[src/rtl/sram_req_ctrl_pkg.sv]
// rtl/sram_req_ctrl_pkg.sv - state encoding and opcode constants for sram_req_ctrl
package sram_req_ctrl_pkg;

  typedef enum logic [2:0] {
    ST_INIT,
    ST_IDLE,
    ST_WRITE,
    ST_READ,
    ST_CAPTURE,
    ST_RSP
  } state_t;

  localparam logic OP_RD = 1'b0;
  localparam logic OP_WR = 1'b1;

endpackage

[src/rtl/sram_req_ctrl.sv]
// rtl/sram_req_ctrl.sv - request/response front end for a single-port SRAM
// All SRAM strobes and handshake outputs are registered from the next-state logic.
module sram_req_ctrl
  import sram_req_ctrl_pkg::*;
#(
  parameter int ADR     = 8,
  parameter int DATA    = 8,
  parameter int DEPTH   = 256,
  parameter bit INIT_EN = 1'b1
) (
  input  logic            Clk,
  input  logic            Rst_n,
  input  logic            req_valid,
  output logic            req_ready,
  input  logic            req_we,
  input  logic [ADR-1:0]  req_addr,
  input  logic [DATA-1:0] req_wdata,
  output logic            rsp_valid,
  input  logic            rsp_ready,
  output logic [DATA-1:0] rsp_rdata,
  output logic            rsp_err,
  output logic            init_done,
  output logic            CS,
  output logic            WE,
  output logic            RD,
  output logic [ADR-1:0]  Addr,
  output logic [DATA-1:0] DataIn,
  input  logic [DATA-1:0] DataOut
);

  localparam logic [ADR-1:0] LAST = ADR'(DEPTH - 1);

  state_t          state, state_d;
  logic [ADR-1:0]  cnt, cnt_d;
  logic            cs_d, we_d, rd_d, rdy_d, vld_d, err_d, done_d;
  logic [ADR-1:0]  addr_d;
  logic [DATA-1:0] din_d, rdata_d;
  logic            hs, oor;

  assign hs  = req_valid & req_ready;
  assign oor = {{(32-ADR){1'b0}}, req_addr} >= 32'(DEPTH);

  always_comb begin
    state_d = state;
    cnt_d   = cnt;
    cs_d    = 1'b0;
    we_d    = 1'b0;
    rd_d    = 1'b0;
    addr_d  = Addr;
    din_d   = DataIn;
    rdy_d   = 1'b0;
    vld_d   = rsp_valid;
    rdata_d = rsp_rdata;
    err_d   = rsp_err;
    done_d  = init_done;
    case (state)
      ST_INIT: begin
        // The last fill word is still on the bus during the first IDLE cycle;
        // a request accepted then reaches the SRAM one edge later.
        cs_d   = 1'b1;
        we_d   = 1'b1;
        addr_d = cnt;
        din_d  = '0;
        cnt_d  = cnt + 1'b1;
        if (cnt == LAST) begin
          state_d = ST_IDLE;
          rdy_d   = 1'b1;
          done_d  = 1'b1;
        end
      end
      ST_IDLE: begin
        rdy_d  = 1'b1;
        done_d = 1'b1;
        if (hs) begin
          if (req_we == OP_WR) begin
            if (!oor) begin
              state_d = ST_WRITE;
              cs_d    = 1'b1;
              we_d    = 1'b1;
              addr_d  = req_addr;
              din_d   = req_wdata;
              rdy_d   = 1'b0;
            end
          end else if (oor) begin
            state_d = ST_RSP;
            vld_d   = 1'b1;
            rdata_d = '0;
            err_d   = 1'b1;
            rdy_d   = 1'b0;
          end else begin
            state_d = ST_READ;
            cs_d    = 1'b1;
            rd_d    = 1'b1;
            addr_d  = req_addr;
            rdy_d   = 1'b0;
          end
        end
      end
      ST_WRITE: begin
        state_d = ST_IDLE;
        rdy_d   = 1'b1;
      end
      ST_READ: state_d = ST_CAPTURE;
      ST_CAPTURE: begin
        rdata_d = DataOut;
        err_d   = 1'b0;
        vld_d   = 1'b1;
        state_d = ST_RSP;
      end
      ST_RSP: begin
        if (rsp_valid && rsp_ready) begin
          vld_d   = 1'b0;
          state_d = ST_IDLE;
          rdy_d   = 1'b1;
        end
      end
      default: state_d = ST_IDLE;
    endcase
  end

  always_ff @(posedge Clk or negedge Rst_n) begin
    if (!Rst_n) begin
      state     <= INIT_EN ? ST_INIT : ST_IDLE;
      cnt       <= '0;
      CS        <= 1'b0;
      WE        <= 1'b0;
      RD        <= 1'b0;
      Addr      <= '0;
      DataIn    <= '0;
      req_ready <= 1'b0;
      rsp_valid <= 1'b0;
      rsp_rdata <= '0;
      rsp_err   <= 1'b0;
      init_done <= 1'b0;
    end else begin
      state     <= state_d;
      cnt       <= cnt_d;
      CS        <= cs_d;
      WE        <= we_d;
      RD        <= rd_d;
      Addr      <= addr_d;
      DataIn    <= din_d;
      req_ready <= rdy_d;
      rsp_valid <= vld_d;
      rsp_rdata <= rdata_d;
      rsp_err   <= err_d;
      init_done <= done_d;
    end
  end

endmodule

[config.mk]
export PLATFORM = sky130hd
export DESIGN_NAME = sram_req_ctrl
export DESIGN_NICKNAME = d
export VERILOG_FILES = /design/src/rtl/sram_req_ctrl_pkg.sv /design/src/rtl/sram_req_ctrl.sv
export SDC_FILE = /design/constraint.sdc
export NUM_CORES = 1
export LEC_CHECK = 0
export BUFFER_PORTS_ARGS = -buffer_cell sky130_fd_sc_hd__buf_2
export CORE_MARGIN = 5
export CORE_UTILIZATION = 40
export CTS_BUF_LIST = sky130_fd_sc_hd__clkbuf_4 sky130_fd_sc_hd__clkbuf_8 sky130_fd_sc_hd__clkbuf_16
export DETAILED_ROUTE_END_ITERATION = 6
export HOLD_SLACK_MARGIN = 0.15
export MAX_ROUTING_LAYER = met4
export PLACE_DENSITY_LB_ADDON = 0.3
export SYNTH_ARGS = -nofsm -noshare
export SYNTH_HDL_FRONTEND = slang
export SYNTH_SLANG_ARGS = --single-unit
export TNS_END_PERCENT = 1
[constraint.sdc]
create_clock -name Clk -period 2.01 [get_ports Clk]
set_clock_uncertainty 0.1 [all_clocks]
set_input_delay 0.201 -clock Clk [delete_from_list [all_inputs] [get_ports Clk]]
set_output_delay 0.201 -clock Clk [all_outputs]
set_load 0.1 [all_outputs]
==> results.md, run 1 <==
- Count of different cell masters after synthesis: 30
- Core area: 4410 µm²
- Port Buffer Count: between 50 and 60
- Leak: around 0.0014 µW
- CTS Hold Buffers Added: 27
- Area grow syn2layout: 40.5%
- Setup TNS: 0 ns
- RSZ-0062 raised after global routing: false
- Slew headroom: a little under three fifths
- DR DRC count: 0
- Ports: 60
- Routed len/inst: approximately 14 µm
- Via/cell ratio: ~4.7
- Initial Utilization: 41.8%
- Clock root buffer: clkbuf_8
- Die width: 77.9 µm
- Syn Nets: between 150 and 200
- Actual slew at the worst max-slew pin: 0.656 ns
- TritonCTS clock tree: done
- Die Area: 6070 µm²
- Crit path launch type: input pin
- Commonest cells after routing, fill and taps aside: buf_2 (58), dfrtp_1 (40), dlygate4sd3_1 (27), nand2_1 (19), mux2_2 (18)
- Finish-stage setup viols: 0
- Yosys warning count: 0
- Total track usage: 14.5%
- Die Span Y: 77.9 µm
- DP Wirelength: 2.81 mm
- First-pass GRT wire length: between 6 and 7 mm
- Slew Limit Fails: 0
- Crit-path max FO: 9
- Fin crit share: just over 90%
- Critical Path AT: approximately 1.9 ns
- Final critical-path required period: 1.84 ns
- Vias: around 1400
- Post-route ant nets: 0
- Final Wtd Congestion: 0.828
- Site row count: 24
- Post-Syn Area: around 1800 µm²
- Overflow left after global routing: 0
- Setup bufs post-CTS: 0
- Max rail drop VDD: 0.000394 V
- Register area share after synthesis: a little under three fifths
- Final hold vios: 0
- #FFs+latches synth: 41
- Antenna diodes: 0
- Critical path required time: approximately 2.1 ns
- Critical path class: in2reg
- Initial antenna violation count: 0
- Clk_lat worst skew: around 0.29 ns
- Clk pin slew, worst setup/hold paths: approximately 0.08 ns
- Critical path endpoint category: flip-flop
- Status: finished, final reports clean
- CTS H-tree lvls: 2
- Syn Inst Count: 148
- Commonest non-fill, non-tap cell in the layout: buf_2
- Initial DRC count: 47
- Number of global-route vias before repair: approximately 1400
- Pwr/cell area: between 600 and 700 nW/µm²
- Clock Path Buffers: 2
- Clk sinks: around 40
- Syn_area_per_cell: 12.5 µm²
- Fmax: between 500 and 600 MHz
- Drt total wl: 4.03 mm
- Drt pass-1 iters: 4
- Gates resized, CTS repair: 0
- Hold WC Path Type: in2reg
- Layout Nets: between 200 and 300
- Max-cap check violation count: 0
- Share of layout cells above drive strength 1: 41.4%
- Largest net degree at the start of global routing: 31
- Num CTS Buffers: 5
- Final Hold Slack: 0.161 ns
-- stage by stage --
stage | util [%] | area, µm² | setup slack, ns | cells | power, µW
after global routing | 58.7 | 2590 | 0.0536 | 291 | 1680
after CTS | 58.7 | 2590 | 0.147 | 291 | 1640
final | 58.7 | 2590 | 0.169 | 291 | 1610
after floorplan | - | 1850 | 0.0893 | 148 | 851
after global placement | 49.9 | 2200 | 0.239 | 256 | 894
after detailed placement | 49.9 | 2200 | 0.217 | 256 | 895
-- synthesized netlist by cell type (all sizes together) --
| master | n | share of area (%) |
|---|---|---|
| nand2 | 19 | 3.9 |
| nor2b | 4 | 1.4 |
| ha | 1 | 0.68 |
| a221o | 1 | 0.54 |
| nor2 | 2 | 0.41 |
| xor2 | 2 | 0.95 |
| nor3b | 1 | 0.41 |
| buf | 9 | 3.4 |
| mux2 | 25 | 15 |
| a31oi | 1 | 0.68 |
| o21ai | 2 | 0.54 |
| inv | 8 | 1.6 |
| nand4 | 3 | 1.0 |
| xnor2 | 5 | 2.4 |
| and3 | 4 | 1.4 |
| a21o | 1 | 0.41 |
| a41oi | 1 | 0.47 |
| a211o | 1 | 0.47 |
| a211oi | 2 | 1.5 |
| nor3 | 2 | 0.81 |
| conb | 1 | 0.20 |
| dfrtp | 41 | 56 |
| mux2i | 8 | 4.3 |
| nand3 | 2 | 0.54 |
| or3 | 2 | 1.2 |
-- per-layer routing --
layer	track usage, %	share of wire, %	vias up
met5	-	0	-
met4	4.56	1.6	0
met3	4.40	5.6	7
met2	22.7	47	37
met1	18.1	46	650
li1	-	-	677
-- cell type report --
| cell class | instances | area [µm²] |
|---|---|---|
| timing repair buffer | 92 | 613 |
| fill | 355 | 1820 |
| multi-input combinational | 90 | 737 |
| sequential | 41 | 1030 |
| tap | 52 | 65.1 |
| inverter | 8 | 30.0 |
| clock buffer | 7 | 90.1 |
| clock inverter | 1 | 30.0 |
-- sequential cells by signal, indices dropped and copies added (netlist names) --
name / flops
WE: 1
Addr: 8
rsp_valid: 1
cnt: 8
CS: 1
rsp_rdata: 8
init_done: 1
RD: 1
state: 3
req_ready: 1
DataIn: 8
-- worst max-delay path, cell delays in order --
cell	delay [ns]
dlygate4sd3_1	0.53
buf_2	0.12
nand2_1	0.13
a211oi_4	0.54
mux2_2	0.40
-- worst paths after layout --
check                             from            to  slack, ns  depth (start not counted)
setup reg to reg              state[1]       Addr[3]       0.21                          4
hold reg to reg              init_done     init_done       0.37                          2
max in group asynchronous        Rst_n  rsp_rdata[4]       0.81                          3
min in group asynchronous        Rst_n       Addr[0]       0.37                          2
hold / removal             req_addr[0]       Addr[0]       0.16                          3
setup / recovery             req_valid       Addr[5]       0.17                          5
-- power breakdown --
group / leakage (µW) / internal [µW] / switching [µW]
combinational: 0.000781 / 54.6 / 39.2
sequential: 0.000537 / 824 / 0
clock: 0.0000619 / 418 / 274
-- logic make-up after synthesis --
family	count (synthesis)	share of synthesized area, %
buf+inv	17	5.02
flops	41	55.6
xor+xnor	7	3.32
compound gates	9	4.61
other cells	1	0.203
simple gates	39	11.0
mux	33	19.6
fa+ha+maj	1	0.678
(Power assumes the default switching activity.)
==> inputs of run 2 (changes only) <==
- REMOVE_ABC_BUFFERS: not set -> 1
==> results.md, run 2 (same netlist as run 1, synthesis figures left out) <==
- Via/cell ratio: 4.72 (+0.10%)
- DP Wirelength: 2.82 mm (+0.60%)
- Finish-stage setup viols: 0 (unchanged)
- Slew Limit Fails: 0 (unchanged)
- Max-cap check violation count: 0 (unchanged)
- Crit-path max FO: 13 (+4)
- Critical Path AT: 1.89 ns (-0.03 ns)
- RSZ-0062 raised after global routing: false
- Gates resized, CTS repair: 0 (unchanged)
- Area post-placement: 2220 µm² (+0.97%)
- Hold Crit Depth: 3 (unchanged)
- CTS H-tree lvls: 2 (unchanged)
- Pwr/cell area: 574 nW/µm² (-7.6%)
- Critical-path cell list: nor3b_2 > buf_4 > mux2_1 > mux2_2
- Max rail drop VDD: 0.000465 V (+18%)
- Stages on worst setup path: 4 (-1)
- Clk pin slew, worst setup/hold paths: 0.07 ns (about the same)
- Port Buffer Count: 58 (unchanged)
- Multi-input gate area: 737 µm² (unchanged)
- Overflow left after global routing: 0 (unchanged)
- Dpl cells: 259 (+1.2%)
- Status: finished, final reports clean
- Drt total wl: 3.98 mm (-1.4%)
- Critical path endpoint category: flip-flop
- Number of global-route vias before repair: 1469 (+2.0%)
- Share of layout cells above drive strength 1: 42.6% (+1.2 points)
- Post-route setup slack: 0.194 ns (+0.0242 ns)
- Final Wtd Congestion: 0.774 (-6.5%)
- TritonCTS clock tree: done
- Area grow syn2layout: 37.4%
- Final hold vios: 0 (unchanged)
- CP peak stage delay: 0.51 ns (-0.03 ns)
- Initial Utilization: 41.8% (unchanged)
- Commonest cells after routing, fill and taps aside: buf_2 (58), dfrtp_1 (41), dlygate4sd3_1 (22), nand2_1 (19), mux2_2 (18)
- Storage cell area: 1030 µm² (-0.12%)
- Core area: 4410 µm² (unchanged)
- Largest net degree at the start of global routing: 26 (-16%)
- DR DRC count: 0 (unchanged)
- Site row count: 24 (unchanged)
- Clock root buffer: clkbuf_8
- Ports: 60 (unchanged)
- Die width: 77.9 µm (unchanged)
- Die Area: 6070 µm² (unchanged)
- Reg2Reg Depth: 4 (unchanged)
- Final critical-path required period: 1.82 ns (-0.0242 ns)
- Hold WC Path Type: in2reg
- Leak: 0.00136 µW (-1.2%)
- Commonest non-fill, non-tap cell in the layout: buf_2
- Critical path class: reg2reg
- Die Span Y: 77.9 µm (unchanged)
- Antenna diodes: 0 (unchanged)
- Cell family with most CP delay: multiplexers
- Setup TNS: 0 ns (unchanged)
- Slew headroom: 62.8% (+6.6 points)
- Crit path launch type: flip-flop
- Clock Path Buffers: 2 (unchanged)
- First-pass GRT wire length: 6.74 mm (-2.0%)
- Layout Nets: 266 (-0.75%)
- Num CTS Buffers: 5 (unchanged)
- Post-Layout Cell Count: 289 (-0.69%)
- Fin crit share: 90.4% (-1.2 points)
- Drt pass-1 iters: 4 (unchanged)
- Actual slew at the worst max-slew pin: 0.557 ns (-0.0986 ns)
- Total track usage: 14.1% (-0.40 points)
- Critical path required time: 2.08 ns (about the same)
- Clk sinks: 41 (unchanged)
- Initial DRC count: 35 (-26%)
- Initial antenna violation count: 0 (unchanged)
- Post-route ant nets: 0 (unchanged)
- Fmax: 551 MHz (+1.3%)
- Routed len/inst: 13.8 µm (-0.71%)
- Clk_lat worst skew: 0.28 ns (about the same)
- Critical-path cell with the highest stage delay: dfrtp_1
- Buf/Inv on CP: 1 (-1)
- Filler cell count in the final layout: 376 (+5.9%)
- Place WS: 0.203 ns (-0.0144 ns)
- Final Instance Area: 2530 µm² (-2.2%)
- Vias: 1363 (-0.58%)
run 2: changes by cell type in the layout (fill, tap and decap cells not counted), sizes merged:
cell         before  now
dlygate4sd3      27   22
buf              65   68
clkbuf            7    8
bufinv            1    0
run 2: layout make-up:
cell class,count,area share (%)
tap,52,2.57
sequential,41,40.5
multi-input combinational,90,29.1
clock buffer,8,3.60
timing repair buffer,90,23.1
inverter,8,1.18
run 2: path summary, 6_finish.rpt:
check,startpoint,to,slack [ns]
min in group asynchronous,Rst_n,cnt[3],0.33
max in group asynchronous,Rst_n,DataIn[5],0.93
worst min-delay path,req_addr[7],Addr[7],0.16
worst min register to register,init_done,init_done,0.38
worst max-delay path,state[1],Addr[4],0.19
worst max register to register,state[1],Addr[4],0.19
run 2: through the flow:
| step | hold WS [ns] | utilization (%) | power [µW] |
|---|---|---|---|
| 2_1_floorplan | -0.195 | - | 849 |
| 3_3_place_gp | 0.126 | 50.4 | 896 |
| 3_5_place_dp | 0.120 | 50.4 | 896 |
| 4_1_cts | 0.155 | 57.4 | 1480 |
| 5_1_grt | 0.156 | 57.4 | 1530 |
| 6_report | 0.159 | 57.4 | 1460 |
run 2: timing repair:
action                                 CTS  global route
hold buffers                            22             0
buffers inserted                         0             0
endpoints found under the hold margin   44             0
run 2: worst reg2reg max path, cell delays in order (launching register included):
cell	delay [ns]
dfrtp_1	0.51
nor3b_2	0.26
buf_4	0.22
mux2_1	0.34
mux2_2	0.27
run 2: per-layer routing:
| layer | global-route usage [%] | share of wire (%) | vias up |
|---|---|---|---|
| met5 | - | 0 | - |
| met4 | 4.56 | 1.2 | 0 |
| met3 | 3.82 | 5.9 | 5 |
| met2 | 23.8 | 50 | 39 |
| met1 | 16.3 | 42 | 645 |
| li1 | - | - | 674 |
run 2: report_power, final:
part           internal [µW]  switching (µW)  leakage [µW]  total (µW)
clock                    287             256     0.0000498         543
combinational           49.6            38.4      0.000775        87.9
sequential               825               0      0.000538         825
